===== config.mk =====
export PLATFORM = sky130hd
export DESIGN_NAME = spi_init_sequencer_flat
export DESIGN_NICKNAME = d
export VERILOG_FILES = /design/src/rtl/spi_init_sequencer_if.sv /design/src/rtl/spi_init_sequencer.sv /design/src/flat_wrapper.sv
export SDC_FILE = /design/constraint.sdc
export NUM_CORES = 1
export LEC_CHECK = 0
export CAP_MARGIN = 20
export CORE_ASPECT_RATIO = 2
export CORE_MARGIN = 2
export CORE_UTILIZATION = 35
export CTS_CLUSTER_DIAMETER = 120
export DETAILED_ROUTE_END_ITERATION = 8
export GPL_TIMING_DRIVEN = 1
export PLACE_DENSITY = 0.67
export SYNTH_ARGS = -nofsm -noshare
export SYNTH_HDL_FRONTEND = slang
export SYNTH_SLANG_ARGS = --single-unit

===== constraint.sdc =====
create_clock -name i_clock -period 2.8 [get_ports i_clock]
set_input_delay 0.28 -clock i_clock [delete_from_list [all_inputs] [get_ports i_clock]]
set_output_delay 0.28 -clock i_clock [all_outputs]
set_load 0.02 [all_outputs]

===== src/rtl/spi_init_sequencer_if.sv =====
// Handshake bundle between the init sequencer, its table ROM,
// top-level control and the SPI master.
interface spi_init_sequencer_if #(
  parameter int SPI_DATA_WIDTH = 32,
  parameter int ADDR_WIDTH     = 5
);
  logic                      i_enable;
  logic                      i_abort;
  logic [ADDR_WIDTH-1:0]     o_rom_addr;
  logic [SPI_DATA_WIDTH-1:0] i_rom_data;
  logic                      i_done;
  logic                      i_busy;
  logic                      o_enable;
  logic [SPI_DATA_WIDTH-1:0] o_data;
  logic                      o_busy;
  logic                      o_finished;
  logic                      o_error;
  logic [ADDR_WIDTH-1:0]     o_index;

  modport master (
    input  i_enable, i_abort, i_rom_data,
    input  i_done, i_busy,
    output o_rom_addr, o_enable, o_data,
    output o_busy, o_finished, o_error,
    output o_index
  );

  modport slave (
    output i_enable, i_abort, i_rom_data,
    output i_done, i_busy,
    input  o_rom_addr, o_enable, o_data,
    input  o_busy, o_finished, o_error,
    input  o_index
  );
endinterface


===== src/rtl/spi_init_sequencer.sv =====
// Replays a ROM table of SPI writes after a dummy preamble,
// with inter-write gap, done timeout/retry, abort and status.
module spi_init_sequencer #(
  parameter int SPI_DATA_WIDTH = 32,
  parameter int NUM_DUMMY      = 3,
  parameter int NUM_WORDS      = 21,
  parameter int ADDR_WIDTH     = 5,
  parameter int GAP_CYCLES     = 16,
  parameter int TIMEOUT_CYCLES = 65535,
  parameter int MAX_RETRIES    = 2
) (
  input logic i_clock,
  input logic i_reset,
  spi_init_sequencer_if.master bus
);

  localparam int TW = $clog2(TIMEOUT_CYCLES + 1);
  localparam int GW = $clog2(GAP_CYCLES + 2);
  localparam int DW = $clog2(NUM_DUMMY + 2);
  localparam int RW = $clog2(MAX_RETRIES + 2);

  localparam logic [ADDR_WIDTH-1:0] LAST =
    ADDR_WIDTH'(NUM_WORDS - 1);
  localparam logic [TW-1:0] TMO_LAST =
    TW'(TIMEOUT_CYCLES - 1);
  localparam logic [GW-1:0] GAP_LAST =
    (GAP_CYCLES == 0) ? '0 : GW'(GAP_CYCLES - 1);
  localparam logic [RW-1:0] RMAX = RW'(MAX_RETRIES);
  localparam logic [DW-1:0] NDUM = DW'(NUM_DUMMY);

  typedef enum logic [3:0] {
    IDLE, DUMMY, FETCH, LOAD, ISSUE,
    WAIT_DONE, GAP, FINISH, ERROR
  } state_t;

  state_t        state;
  logic          en_s1, en_s2, en_s3;
  logic          start;
  logic [TW-1:0] tmo;
  logic [GW-1:0] gcnt;
  logic [DW-1:0] dcnt;
  logic [RW-1:0] retry;

  assign start = en_s2 & ~en_s3;

  always_ff @(posedge i_clock or negedge i_reset) begin
    if (!i_reset) begin
      en_s1 <= 1'b0;
      en_s2 <= 1'b0;
      en_s3 <= 1'b0;
    end else begin
      en_s1 <= bus.i_enable;
      en_s2 <= en_s1;
      en_s3 <= en_s2;
    end
  end

  always_ff @(posedge i_clock or negedge i_reset) begin
    if (!i_reset) begin
      state          <= IDLE;
      tmo            <= '0;
      gcnt           <= '0;
      dcnt           <= '0;
      retry          <= '0;
      bus.o_rom_addr <= '0;
      bus.o_enable   <= 1'b0;
      bus.o_data     <= '0;
      bus.o_busy     <= 1'b0;
      bus.o_finished <= 1'b0;
      bus.o_error    <= 1'b0;
      bus.o_index    <= '0;
    end else begin
      bus.o_finished <= 1'b0;
      if (bus.i_abort && state != IDLE) begin
        state        <= IDLE;
        bus.o_enable <= 1'b0;
        bus.o_busy   <= 1'b0;
      end else begin
        unique case (state)
          IDLE: begin
            bus.o_enable <= 1'b0;
            if (start) begin
              bus.o_error <= 1'b0;
              bus.o_busy  <= 1'b1;
              bus.o_index <= '0;
              retry       <= '0;
              dcnt        <= NDUM;
              tmo         <= '0;
              if (NUM_DUMMY > 0) begin
                state        <= DUMMY;
                bus.o_enable <= 1'b1;
                bus.o_data   <= '0;
              end else begin
                state          <= FETCH;
                bus.o_rom_addr <= '0;
              end
            end
          end
          // dummy and table writes share done/timeout/retry
          DUMMY, WAIT_DONE: begin
            if (bus.i_done) begin
              bus.o_enable <= 1'b0;
              retry        <= '0;
              gcnt         <= '0;
              if (state == DUMMY) begin
                dcnt  <= dcnt - 1'b1;
                state <= GAP;
              end else if (bus.o_index == LAST) begin
                state          <= FINISH;
                bus.o_finished <= 1'b1;
              end else begin
                bus.o_index <= bus.o_index + 1'b1;
                state       <= GAP;
              end
            end else if (tmo == TMO_LAST) begin
              bus.o_enable <= 1'b0;
              gcnt         <= '0;
              if (retry < RMAX) begin
                retry <= retry + 1'b1;
                state <= GAP;
              end else begin
                state <= ERROR;
              end
            end else begin
              tmo <= tmo + 1'b1;
            end
          end
          FETCH: state <= LOAD;
          LOAD: begin
            bus.o_data <= bus.i_rom_data;
            state      <= ISSUE;
          end
          ISSUE: begin
            if (!bus.i_busy) begin
              bus.o_enable <= 1'b1;
              tmo          <= '0;
              state        <= WAIT_DONE;
            end
          end
          GAP: begin
            if (gcnt == GAP_LAST) begin
              if (dcnt != '0) begin
                state        <= DUMMY;
                bus.o_enable <= 1'b1;
                bus.o_data   <= '0;
                tmo          <= '0;
              end else begin
                state          <= FETCH;
                bus.o_rom_addr <= bus.o_index;
              end
            end else begin
              gcnt <= gcnt + 1'b1;
            end
          end
          FINISH: begin
            bus.o_busy  <= 1'b0;
            bus.o_index <= '0;
            state       <= IDLE;
          end
          ERROR: begin
            bus.o_error <= 1'b1;
            bus.o_busy  <= 1'b0;
            state       <= IDLE;
          end
          default: state <= IDLE;
        endcase
      end
    end
  end

endmodule

===== src/flat_wrapper.sv =====
// flat-port wrapper written by rule: the top's interface ports become plain ports
module spi_init_sequencer_flat 
#(
  parameter int SPI_DATA_WIDTH = 32,
  parameter int NUM_DUMMY      = 3,
  parameter int NUM_WORDS      = 21,
  parameter int ADDR_WIDTH     = 5,
  parameter int GAP_CYCLES     = 16,
  parameter int TIMEOUT_CYCLES = 65535,
  parameter int MAX_RETRIES    = 2
)
  (i_clock, i_reset, bus_i_enable, bus_i_abort, bus_i_rom_data, bus_i_done, bus_i_busy, bus_o_rom_addr, bus_o_enable, bus_o_data, bus_o_busy, bus_o_finished, bus_o_error, bus_o_index);
  spi_init_sequencer_if #(.SPI_DATA_WIDTH(SPI_DATA_WIDTH), .ADDR_WIDTH(ADDR_WIDTH)) bus_i ();
  input logic i_clock;
  input logic i_reset;
  input wire logic [$bits(bus_i.i_enable)-1:0] bus_i_enable;
  input wire logic [$bits(bus_i.i_abort)-1:0] bus_i_abort;
  input wire logic [$bits(bus_i.i_rom_data)-1:0] bus_i_rom_data;
  input wire logic [$bits(bus_i.i_done)-1:0] bus_i_done;
  input wire logic [$bits(bus_i.i_busy)-1:0] bus_i_busy;
  output wire logic [$bits(bus_i.o_rom_addr)-1:0] bus_o_rom_addr;
  output wire logic [$bits(bus_i.o_enable)-1:0] bus_o_enable;
  output wire logic [$bits(bus_i.o_data)-1:0] bus_o_data;
  output wire logic [$bits(bus_i.o_busy)-1:0] bus_o_busy;
  output wire logic [$bits(bus_i.o_finished)-1:0] bus_o_finished;
  output wire logic [$bits(bus_i.o_error)-1:0] bus_o_error;
  output wire logic [$bits(bus_i.o_index)-1:0] bus_o_index;
  assign bus_i.i_enable = bus_i_enable;
  assign bus_i.i_abort = bus_i_abort;
  assign bus_i.i_rom_data = bus_i_rom_data;
  assign bus_i.i_done = bus_i_done;
  assign bus_i.i_busy = bus_i_busy;
  assign bus_o_rom_addr = bus_i.o_rom_addr;
  assign bus_o_enable = bus_i.o_enable;
  assign bus_o_data = bus_i.o_data;
  assign bus_o_busy = bus_i.o_busy;
  assign bus_o_finished = bus_i.o_finished;
  assign bus_o_error = bus_i.o_error;
  assign bus_o_index = bus_i.o_index;
  spi_init_sequencer #(.SPI_DATA_WIDTH(SPI_DATA_WIDTH), .NUM_DUMMY(NUM_DUMMY), .NUM_WORDS(NUM_WORDS), .ADDR_WIDTH(ADDR_WIDTH), .GAP_CYCLES(GAP_CYCLES), .TIMEOUT_CYCLES(TIMEOUT_CYCLES), .MAX_RETRIES(MAX_RETRIES)) u_core (.i_clock(i_clock), .i_reset(i_reset), .bus(bus_i));
endmodule

==> summary.txt, run 1 <==
CP Launch Type = flip-flop
CP Max Fanout = 7
post-synth top area share = 0.489
Area Growth Syn to Fin = 32.9%
post-CTS setup buffers = 0
Max Clk Rate = 0.410 GHz
drt first pass iters = 5
Max Clock Skew = 11.7 ps
unrepaired setup endpoints after global routing = no
number of global-route vias before repair = 3625
gp weighted congestion = 0.864
CTS H-tree lvls = 3
EDFF count, synth = 0
1st-iter DRT viols = 220
CTS Buf Count = 9
Final nets = 571
CTS root buf = clkbuf_16
Synth Warn # = 0
Worst-Skew Late Latency = 340 ps
post-synthesis cell type count = 62
GRT Resource Usage Total = 0.183
Worst Path Buf+Inv = 0
initial antenna violation count = 0
minimum clock period = 2440 ps
crit path max-delay cell type = or4_1
drt wl/cell = 16.2 um
largest net degree at the start of global routing = 80
Cell Area, Placed = 5050 um^2
Worst path most repeated cell = ha_1
GR Layer Usage met1 = 0.189
met3 usage = 0.0313
async set-reset flop share out of synthesis = 1.00
HPWL Detailed = 8040 um
top post-synthesis cells by area = dfrtp_1 (49%), nand2_1 (7.9%), o21ai_0 (5.9%)
dpl cells = 654
Post-Route WL = 10900 um
final antenna-violating net count = 0
number of remaining DRC errors = 0
status = complete, no violations
r2r endpoint = u_core.gcnt[3]$_DFFE_PN0P_
core area = 11300 um^2
CTS Buffer Depth = 2
CTS Sinks = 79
worst path required time = 3070 ps
CP max stage delay = 440 ps
pwr dens = 736 nW/um^2
Crit path max-delay family = simple AND/OR/NAND/NOR gates
area of the die = 12500 um^2
antenna diode count = 0
P_leak = 2.19 nW
via count = 3624
Peak VDD IR = 0.000401 V
I/O Buffers = 83
post-synthesis register bit count = 79
Starting Density = 0.358
Critical Path, Cell by Cell = ha_1 > and3_1 > ha_1 > nand4bb_1 > a211oi_1 > o211ai_4 > or4_1 > nand3_1
WP data arrival = 2710 ps
share of layout cells above drive strength 1 = 0.0849
first-pass GRT wire length = 18000 um
dominant cell type by area after synthesis = dfrtp_1
Reg2Reg Depth = 8
count of pins over their slew limit = 0
Syn Inst Count = 443
met2 Track Usage GR = 0.348
Max-Slew Margin vs Limit = 0.257
Vias per Instance = 5.39
Reg clk slew, reported paths = 70 ps
post-route cell area = 5370 um^2
mapped cell area = 4040 um^2
Seq/Total Area, Yosys = 0.489
I/O pin count = 84
CTS tree = yes
Syn Nets = 489
worst reg2reg path startpoint = u_core.gcnt[0]$_DFFE_PN0P_
Overflow after GRT = 0
GR peak layer = met2
max cap viols = 0
Crit Path Category = flip-flop to flip-flop
crit path capture type = flip-flop
Fin. Hold Viols = 0
Synth Area per Inst = 9.12 um^2
final core occ = 0.476
Vert. Die Dim = 156 um
Slew @ Worst Pin = 1110 ps
count of standard-cell rows = 55
Setup TNS = 0 ps
final period utilization = 0.872
Final setup viols = 0
flop2flop setup slack = 360 ps
die width = 80.0 um
Main synth FF type = dfrtp_1
Finished Layout Cells = 672
Worst Hold Class = primary input to async pin
==> placed cells by master, fill, tap and decap left out, types with 3 or more instances in the layout <==
cell type        instances
mux2_2                   4
dfrtp_1                 79
a41oi_1                  4
or3_1                    3
nand3_1                 14
and3_1                   5
o21ai_1                 28
nand2b_1                 7
a21oi_1                  9
o21a_1                   3
inv_1                   16
buf_4                   12
nand4_1                  5
a21o_1                   3
ha_1                     8
clkbuf_16                9
nand2_1                 85
clkdlybuf4s50_1         82
inv_6                    4
nor3_1                   5
o22ai_1                  3
nor2_1                  18
o211ai_1                 8
o21ai_0                 48
a31oi_1                  9
nor2b_1                  3
and2_1                   4
and4_1                   4
or4_1                    3
==> layout make-up <==
type                       instances  area (um^2)
sequential                        79         1980
tap                              142          178
inverter                          16         60.1
multi-input combinational        322         1910
timing repair buffer              97          968
clock buffer                       9          225
clock inverter                     7         52.6
fill                            1062         5920
==> what timing repair did <==
item	in CTS	in global routing
endpoints found under the hold margin	0	8
hold buffers	0	1
resized for setup	0	0
setup endpoints to repair	0	0
==> per-layer routing <==
layer / up-vias / share of wire / routed length [um]
met2: 123 / 0.57 / 6230
met5: - / 0 / 0
met4: 0 / 0.022 / 240
li1: 1751 / - / -
met1: 1732 / 0.35 / 3850
met3: 18 / 0.053 / 577
==> sequential cells by signal (all words and copies together) (netlist names) <==
name	cells
u_core.bus.o_busy	1
u_core.bus.o_data	32
u_core.bus.o_enable	1
u_core.bus.o_error	1
u_core.bus.o_finished	1
u_core.bus.o_index	5
u_core.bus.o_rom_addr	5
u_core.dcnt	3
u_core.en_s1	1
u_core.en_s2	1
u_core.en_s3	1
u_core.gcnt	5
u_core.retry	2
u_core.state	4
u_core.tmo	16
==> logic make-up after synthesis <==
logic type / after synthesis / synth area share
and+or+nand+nor: 175 / 0.224
buffers and inverters: 42 / 0.0440
AOI/OAI and AO/OA: 132 / 0.199
muxes: 7 / 0.0189
adders and majority gates: 8 / 0.0248
DFF: 79 / 0.489
==> synth_stat cells (7+ instances only) <==
master,n
inv_1,16
o21ai_1,28
clkbuf_1,19
o21ai_0,48
ha_1,8
nor2_1,18
o211ai_1,8
nand2b_1,7
a21oi_1,9
a31oi_1,9
nand2_1,85
dfrtp_1,79
nand3_1,14
==> worst max path at each step <==
stage | start | endpoint | slack [ps] | depth (start not counted)
2_1_floorplan | u_core.gcnt[0]$_DFFE_PN0P_ | u_core.gcnt[3]$_DFFE_PN0P_ | 570 | 8
3_3_place_gp | u_core.gcnt[0]$_DFFE_PN0P_ | u_core.gcnt[3]$_DFFE_PN0P_ | 440 | 8
3_5_place_dp | u_core.gcnt[0]$_DFFE_PN0P_ | u_core.gcnt[3]$_DFFE_PN0P_ | 370 | 8
4_1_cts | u_core.gcnt[0]$_DFFE_PN0P_ | u_core.gcnt[3]$_DFFE_PN0P_ | 350 | 8
5_1_grt | u_core.gcnt[0]$_DFFE_PN0P_ | u_core.gcnt[3]$_DFFE_PN0P_ | 200 | 8
6_report | u_core.gcnt[0]$_DFFE_PN0P_ | u_core.gcnt[3]$_DFFE_PN0P_ | 360 | 8
==> through the flow <==
| stage | power [mW] | hold slack (ps) | setup slack, ps |
|---|---|---|---|
| finish | 3.95 | 310 | 359 |
| global route | 4.21 | 310 | 200 |
| CTS | 3.98 | 153 | 348 |
| detailed placement | 2.87 | 335 | 369 |
| global placement | 2.84 | 333 | 438 |
| floorplan | 2.35 | -15.6 | 572 |
==> report_power, final <==
| part | internal (mW) | switching (mW) |
|---|---|---|
| clock | 0.609 | 0.484 |
| sequential | 1.29 | 0.167 |
| combinational | 0.588 | 0.815 |
| total | 2.49 | 1.47 |
==> worst reg2reg max path, cell delays in order (launching register included) <==
cell and delay [ps]:
dfrtp_1 410, ha_1 240, and3_1 200, ha_1 240
nand4bb_1 190, a211oi_1 390, o211ai_4 160, or4_1 440
nand3_1 90
No activity file was read; power rests on OpenSTA's default activity.
==> run 2, diff against run 1 <==
==> constraint.sdc (replaced) <==
create_clock -name i_clock -period 2.8 [get_ports i_clock]
set_input_delay 0.7 -clock i_clock [delete_from_list [all_inputs] [get_ports i_clock]]
set_output_delay 0.7 -clock i_clock [all_outputs]
set_load 0.02 [all_outputs]
==> run 2 against run 1 <==
Effect of this change: via count up 0.28%; utilization up 0.089 points; clock skew down 0.63 ps; routed wire length down 0.99%; critical endpoint unchanged; first-iteration DRC count down 24%; clock power up 8%.
==> summary.txt, run 2 (same netlist as run 1, synthesis figures left out) <==
Peak VDD IR = 0.000370 V
CTS H-tree lvls = 3
WP data arrival = 2640 ps
area of the die = 12500 um^2
Cell Area, Placed = 5070 um^2
Setup TNS = 0 ps
most common library cell in the layout ignoring fill and taps = nand2_1
Worst Path Buf+Inv = 0
post-route cell area = 5380 um^2
first-pass GRT wire length = 17300 um
drt wl/cell = 16.1 um
Reg clk slew, reported paths = 60 ps
number of remaining DRC errors = 0
met2 wire length = 5950 um
Max Clk Rate = 0.423 GHz
initial antenna violation count = 0
gp weighted congestion = 0.899
core area = 11300 um^2
drt first pass iters = 4
minimum clock period = 2360 ps
Top reg by flops = u_core.bus.o_data
Vert. Die Dim = 156 um
count of standard-cell rows = 55
top sig layer = met4
Slew @ Worst Pin = 699 ps
final antenna-violating net count = 0
pwr dens = 750 nW/um^2
share of layout cells above drive strength 1 = 0.0851
GRT Resource Usage Total = 0.179
P_leak = 2.18 nW
Area Growth Syn to Fin = 33.1%
CTS Sinks = 79
final period utilization = 0.843
number of global-route vias before repair = 3594
CP max stage delay = 420 ps
Overflow after GRT = 0
Worst Hold Class = primary input to async pin
Starting Density = 0.358
crit path max-delay cell type = or4_1
antenna diode count = 0
HPWL Detailed = 8030 um
worst hold margin = 323 ps
count of pins over their slew limit = 0
Int Pwr = 2.56 mW
met3 WL = 475 um
commonest cells after routing, fill and taps aside = nand2_1 (85), clkdlybuf4s50_1 (82), dfrtp_1 (79), o21ai_0 (48), o21ai_1 (28)
Vias per Instance = 5.42
Switching Fraction = 0.365
Top Registers = u_core.bus.o_data: 32 flops, u_core.tmo: 16 flops
status = complete, no violations
switching pwr = 1.47 mW
Max Clock Skew = 11.0 ps
Post-Route WL = 10800 um
Worst-Skew Late Latency = 340 ps
CTS Buffer Depth = 2
Crit path max-delay family = simple AND/OR/NAND/NOR gates
sequential power share = 0.367
I/O pin count = 84
Final nets = 570
unrepaired setup endpoints after global routing = no
largest net degree at the start of global routing = 65
Comb pwr share = 0.340
CTS tree = yes
Max-Slew Margin vs Limit = 0.528
Critical Path, Cell by Cell = ha_1 > and3_1 > ha_1 > nand4bb_1 > a211oi_1 > o211ai_4 > or4_1 > nand3_1
Fin. Hold Viols = 0
Final setup viols = 0
CTS Buf Count = 9
Clock power frac = 0.293
worst path required time = 3080 ps
M1 WL = 3960 um
CTS root buf = clkbuf_16
max cap viols = 0
1st-iter DRT viols = 168
CP Max Fanout = 7
Crit Path Category = flip-flop to flip-flop
CP Launch Type = flip-flop
die width = 80.0 um
via count = 3634
Worst path most repeated cell = ha_1
I/O Buffers = 83
crit path capture type = flip-flop
max FFs per register = 32
Hold Buf Count CTS = 0
cts repair resizes = 0
post-CTS setup buffers = 0
run 2: changes by cell type in the layout (fill, tap and decap cells not counted):
cell	change
bufinv_16	+1
clkinv_2	-2
clkinvlp_4	+3
buf_12	+1
inv_8	+1
dlygate4sd3_1	-1
inv_6	-3
buf_16	-1
run 2: worst paths after layout:
path | startpoint | endpoint | slack (ps) | depth (start not counted)
worst max-delay path | u_core.gcnt[0]$_DFFE_PN0P_ | u_core.gcnt[3]$_DFFE_PN0P_ | 440 | 8
worst min-delay path | i_reset | u_core.bus.o_data[29]$_DFFE_PN0P_ | 320 | 1
worst max register to register | u_core.gcnt[0]$_DFFE_PN0P_ | u_core.gcnt[3]$_DFFE_PN0P_ | 440 | 8
worst min register to register | u_core.en_s1$_DFF_PN0_ | u_core.en_s2$_DFF_PN0_ | 350 | 0
max in group asynchronous | i_reset | u_core.bus.o_index[1]$_DFFE_PN0P_ | 1880 | 2
min in group i_clock | u_core.en_s1$_DFF_PN0_ | u_core.en_s2$_DFF_PN0_ | 350 | 0
run 2: metrics by stage:
step                utilization  power, mW  instances  setup WS [ps]
global placement          0.449       2.81        654            171
floorplan                     -       2.35        443            572
CTS                       0.476       4.05        670            337
detailed placement        0.449       2.85        654           93.4
global route              0.477       4.29        671            326
finish                    0.477       4.03        671            438
run 2: power by group through the flow:
stage	combinational, mW	clock [mW]	sequential (mW)
floorplan	0.852	0	1.49
global placement	1.32	0	1.49
detailed placement	1.35	0	1.50
CTS	1.36	1.22	1.48
global route	1.51	1.27	1.51
finish	1.37	1.18	1.48
run 2: layout make-up:
type,instances,area (um^2)
fillers,1083,5910
inverters,16,60.1
multi-input cells,322,1910
flip-flops and latches,79,1980
clock inverters,7,80.1
well taps,142,178
clock buffers,9,225
repair buffers,96,951
run 2: metal layers:
| layer | GRT usage | vias to the layer above |
|---|---|---|
| met4 | 0.105 | 0 |
| li1 | - | 1750 |
| met3 | 0.0301 | 30 |
| met1 | 0.192 | 1715 |
| met2 | 0.319 | 139 |
| met5 | 0 | - |
